### config.mk
export PLATFORM = sky130hd
export DESIGN_NAME = jtopl_wrsched
export DESIGN_NICKNAME = d
export VERILOG_FILES = /design/src/rtl/jtopl_wrsched_pkg.sv /design/src/rtl/jtopl_wrsched_arb.sv /design/src/rtl/jtopl_wrsched.sv
export SDC_FILE = /design/constraint.sdc
export NUM_CORES = 1
export LEC_CHECK = 0
export ABC_AREA = 0
export BUFFER_PORTS_ARGS = -buffer_cell sky130_fd_sc_hd__buf_2
export CORE_MARGIN = 4
export CORE_UTILIZATION = 59
export DETAILED_ROUTE_END_ITERATION = 7
export PLACE_DENSITY_LB_ADDON = 0.2
export SYNTH_ARGS = -nofsm -noshare
export SYNTH_HDL_FRONTEND = slang
export SYNTH_SLANG_ARGS = --single-unit
### constraint.sdc
create_clock -name clk -period 5.1 [get_ports clk]
set_input_delay 0.765 -clock clk [delete_from_list [all_inputs] [get_ports clk]]
set_output_delay 0.765 -clock clk [all_outputs]
set_load 0.02 [all_outputs]
### src/rtl/jtopl_wrsched_pkg.sv
// Shared definitions for the OPL write scheduler: FSM encodings, YM3812 bus
// timing defaults and the latched request record.
package jtopl_wrsched_pkg;

  // state    | meaning
  // ---------+-------------------------------------------------------------
  // ST_IDLE  | waiting for a request; ready is offered to the arbiter winner
  // ST_AWAIT | address written, counting cen ticks before the data write
  // ST_DWAIT | data written, counting cen ticks before the next request
  localparam logic [1:0] ST_IDLE  = 2'd0;
  localparam logic [1:0] ST_AWAIT = 2'd1;
  localparam logic [1:0] ST_DWAIT = 2'd2;

  // YM3812 minimum spacing, in cen ticks, after an address / data write
  localparam int YM_ADDR_WAIT = 12;
  localparam int YM_DATA_WAIT = 84;

  typedef struct packed {
    logic [7:0] rg;
    logic [7:0] val;
  } wr_req_t;

endpackage

### src/rtl/jtopl_wrsched_arb.sv
// Two-way round-robin arbiter: a lone requester always wins, and when both
// are valid the one that did not own the previous transfer wins.
module jtopl_wrsched_arb
  import jtopl_wrsched_pkg::*;
(
  input  logic valid0,
  input  logic valid1,
  input  logic last_gnt,
  output logic sel
);

  // Pick the winner from the current valids and the previous owner
  always_comb begin
    sel = 1'b0;
    if (valid0 && valid1) begin
      sel = ~last_gnt;
    end else if (valid1) begin
      sel = 1'b1;
    end
  end

endmodule

### src/rtl/jtopl_wrsched.sv
// Write scheduler in front of jtopl_mmr. Accepts {register, value} writes
// from two valid/ready requesters and replays each one as an OPL address
// write followed by a data write, spacing the strobes by cen-counted waits.
// Repeated writes to the same register may drop the address phase.
module jtopl_wrsched
  import jtopl_wrsched_pkg::*;
#(
  parameter int ADDR_WAIT = YM_ADDR_WAIT,
  parameter int DATA_WAIT = YM_DATA_WAIT,
  parameter int CW        = 7,
  parameter int SKIP_SAME = 1
) (
  input  logic       clk,
  input  logic       rst_n,
  input  logic       cen,
  input  logic       req0_valid,
  output logic       req0_ready,
  input  logic [7:0] req0_reg,
  input  logic [7:0] req0_val,
  input  logic       req1_valid,
  output logic       req1_ready,
  input  logic [7:0] req1_reg,
  input  logic [7:0] req1_val,
  output logic       opl_write,
  output logic       opl_addr,
  output logic [7:0] opl_din,
  output logic       busy,
  output logic       gnt
);

  localparam logic [CW-1:0] ADDR_LD = CW'(ADDR_WAIT);
  localparam logic [CW-1:0] DATA_LD = CW'(DATA_WAIT);

  logic [1:0]    state;
  logic [CW-1:0] cnt;
  wr_req_t       cur_q;
  wr_req_t       in_req;
  logic [7:0]    last_reg;
  logic          last_ok;
  logic          sel;
  logic          idle;
  logic          accept;
  logic          skip;
  logic          cnt_zero;

  jtopl_wrsched_arb u_arb (
    .valid0   (req0_valid),
    .valid1   (req1_valid),
    .last_gnt (gnt),
    .sel      (sel)
  );

  // Handshake: ready only in IDLE, only to the arbiter winner, and never
  // while reset is asserted, so nothing can be accepted into a held block
  always_comb begin
    idle       = (state == ST_IDLE);
    req0_ready = rst_n & idle & req0_valid & ~sel;
    req1_ready = rst_n & idle & req1_valid & sel;
    accept     = req0_ready | req1_ready;
    in_req.rg  = sel ? req1_reg : req0_reg;
    in_req.val = sel ? req1_val : req0_val;
    skip       = (SKIP_SAME != 0) && last_ok && (in_req.rg == last_reg);
    cnt_zero   = (cnt == '0);
  end

  assign busy = (state != ST_IDLE);

  // Sequencer: issues the bus strobes and runs the shared wait counter.
  // A phase boundary is taken as soon as the counter reads zero, without
  // waiting for cen, so a zero wait moves on in the very next clk.
  always_ff @(posedge clk or negedge rst_n) begin
    if (!rst_n) begin
      state     <= ST_IDLE;
      cnt       <= '0;
      cur_q     <= '0;
      last_reg  <= '0;
      last_ok   <= 1'b0;
      gnt       <= 1'b1;
      opl_write <= 1'b0;
      opl_addr  <= 1'b0;
      opl_din   <= '0;
    end else begin
      opl_write <= 1'b0;
      case (state)
        ST_IDLE: begin
          if (accept) begin
            cur_q     <= in_req;
            gnt       <= sel;
            opl_write <= 1'b1;
            if (skip) begin
              opl_addr <= 1'b1;
              opl_din  <= in_req.val;
              cnt      <= DATA_LD;
              state    <= ST_DWAIT;
            end else begin
              opl_addr <= 1'b0;
              opl_din  <= in_req.rg;
              cnt      <= ADDR_LD;
              state    <= ST_AWAIT;
            end
          end
        end
        ST_AWAIT: begin
          if (cnt_zero) begin
            opl_write <= 1'b1;
            opl_addr  <= 1'b1;
            opl_din   <= cur_q.val;
            cnt       <= DATA_LD;
            last_reg  <= cur_q.rg;
            last_ok   <= 1'b1;
            state     <= ST_DWAIT;
          end else if (cen) begin
            cnt <= cnt - CW'(1);
          end
        end
        ST_DWAIT: begin
          if (cnt_zero) begin
            state <= ST_IDLE;
          end else if (cen) begin
            cnt <= cnt - CW'(1);
          end
        end
        default: state <= ST_IDLE;
      endcase
    end
  end

endmodule

==> impl_metrics.ini <==
[status]
status = finished, final reports clean

[synthesis]
netlist_area_sq_mm = 0.00260
avgSynthCellArea_sq_um = 9.29
yosysMostFrequentCell = dfrtp_1
synth_common_cells = dfrtp_1, nand2_1, o21ai_0, mux2i_1, nor2_1
synthArstFlopShare_pct = 100
yosysTopAreaCell = dfrtp_1
netlist_instances = 280
synth_flop_cell = dfrtp_1
syn-num-nets = 322
yosysUniqueCellTypes = 48
synth-seq-area-share_pct = 43.4
synth_edf_count = 0
synth.area.top_cells = dfrtp_1, mux2i_1, o21ai_0
ys_ff_latch = 45
netlist.area_leader.share_pct = 42.3
ys.warnings.count = 0

[flow_run]
cap_violations = 0

[timing]
holdWs_ps = 479
hold_viol_final = 0
fin_crit_ps = 3000
setup_viol_count_final = 0
post-route-period-util_pct = 58.8
finClkSkew_ps = 8.24
setup_tns_ps = 0
rsz0062_at_grt = false
slew_headroom_pct = 58.2
drv_slew = 0
worst_pin_slew_ps = 625
fmax_mhz = 333

[grt]
gr-max-usage-layer = met2
grt_max_degree = 48
grt-ovfl-total = 0
antenna_found_initial = 0
grt.met2_usage_pct = 37.3
use_met3_pct = 4.86
grt_use_total_pct = 22.9
grt_pass1_vias = 2047
met1_usage_pct = 31.6
grt_pass1_wl_microns = 9720

[worst_setup_path]
cpPeakStageDelay_ps = 810
crit_required_ps = 5320
critPathTopFamily = compound AO/OA/AOI/OAI gates
path_cells = buf_2, a21boi_4, mux2i_1, o221ai_1, or4_1, o21a_1, a21oi_1
setup.worst_path.start_class = input pin
critPathKind = input pin to register
setup.worst_path.end_class = register
critical_path_arrival_ps = 3220
critical_path.max_fanout = 17
slowest_stage = or4_1
path_buf_inv = 1

[layout]
multiInputGateArea_sq_mm = 0.00137
largest_register_ffs = 16
area_delta_synth_final_pct = 13.4
diodes = 0
seq_area_sq_mm = 0.00113
drive_gt1_share_pct = 22.5
nNetsFinal = 367
nFillCells = 332

[drt]
vias = 2170
finalWirelength_microns = 5890
drtIter0Drc = 164
post-route-drc-count = 0
via_per_inst = 5.79
final_antenna_net_count = 0
firstDrtPassIters = 4
post_drt_wl_per_cell_microns = 15.7

[clocking]
cts_max_level = 2
cts_tree = done
cts_resized = 0
insertion_delay_ps = 300
post_cts_buffers = 0
cts.sinks = 45
cts_buffers = 5
hold_buffers = 0
cts.root.buffer_cell = clkbuf_8
cts_buffer_depth = 2
clkSlewWorstSetupHoldPaths_ps = 90

[power_and_ir_drop]
leakage_nw = 1.53
switchingPower_mw = 0.658
pwr-share-seq_pct = 39.4
swShare_pct = 41.9
peakVddDrop_v = 0.000279
power_mw = 1.57
clkPwrFrac_pct = 14.5
powerDensity_mw_per_mm2 = 533
power_frac_comb_pct = 46.2
p_int_mw = 0.912

[floorplanning]
core_area_sq_mm = 0.00414
fp.dieW_microns = 74.4
initial_core_util_pct = 62.7
io_pins = 51
die_area_sq_mm = 0.00553
rows = 23
die_y_microns = 74.4

[place]
place.gp.congestion = 0.831
hpwlAfterDp_microns = 4230
port_buffers = 50

[min_path]
hold_path.class = register to register
cells by family (layout without fill, tap and decap cells):
family / Yosys count / count (layout) / synth area share (%)
AOI/OAI and AO/OA: 58 / 58 / 15.3
xor gates and xnor gates: 4 / 4 / 1.35
adders and majority gates: 5 / 5 / 2.41
buffers and inverters: 24 / 69 / 3.99
DFF: 45 / 45 / 43.4
muxes: 34 / 34 / 13.5
and+or+nand+nor: 110 / 110 / 20.2
cells in the final DEF, fill, tap and decap left out, drive strengths merged, types with 2 or more instances in the layout:
master and n:
a2111oi 2, a21oi 5, a22o 2, buf 52, clkbuf 7, dfrtp 44
ha 5, inv 10, mux2 8, mux2i 26, nand2 32, nand2b 5
nand3 17, nor2 26, nor2b 16, o211ai 2, o21ai 30, o31ai 2
or2 4, or3 3, or4 2, xor2 4
path summary, 6_finish.rpt:
check | start | to | slack, ps | cells after the start
worst max-delay path | req0_valid | state[1]$_DFFE_PN0P_ | 2100 | 7
worst min-delay path | last_ok$_DFFE_PN0P_ | last_ok$_DFFE_PN0P_ | 480 | 1
worst max register to register | gnt$_DFFE_PN1P_ | state[1]$_DFFE_PN0P_ | 2300 | 6
worst min register to register | last_ok$_DFFE_PN0P_ | last_ok$_DFFE_PN0P_ | 480 | 1
max in group asynchronous | rst_n | last_reg[1]$_DFFE_PN0P_ | 4090 | 2
min in group asynchronous | rst_n | opl_write$_DFF_PN0_ | 610 | 2
routing by layer:
layer / vias to the layer above / share of wire, %
li1: 1066 / -
met1: 1034 / 48
met2: 64 / 46
met3: 6 / 5.7
met4: 0 / 0.87
met5: - / 0
through the flow:
| stage | setup slack [ps] | util (%) | cell area [sq um] | cells |
|---|---|---|---|---|
| detailed placement | 1800 | 69.1 | 2860 | 368 |
| floorplan | 2590 | - | 2600 | 280 |
| finish | 2100 | 71.1 | 2950 | 375 |
| global placement | 1970 | 69.1 | 2860 | 368 |
| global route | 1930 | 71.1 | 2950 | 375 |
| CTS | 2110 | 71.1 | 2950 | 375 |
power by group through the flow:
stage | combinational (mW) | sequential (mW) | clock, mW
final | 0.725 | 0.618 | 0.227
after global routing | 0.820 | 0.638 | 0.241
after CTS | 0.728 | 0.616 | 0.227
after detailed placement | 0.725 | 0.621 | 0
after global placement | 0.702 | 0.613 | 0
after floorplan | 0.530 | 0.622 | 0
cell type report:
| cell class | instances | share of cell area (%) |
|---|---|---|
| inverter | 10 | 1.27 |
| timing repair buffer | 52 | 9.00 |
| clock buffer | 7 | 2.93 |
| tap | 50 | 2.12 |
| multi-input combinational | 211 | 46.4 |
| sequential | 45 | 38.2 |
Power figures use the tool's default switching activity.
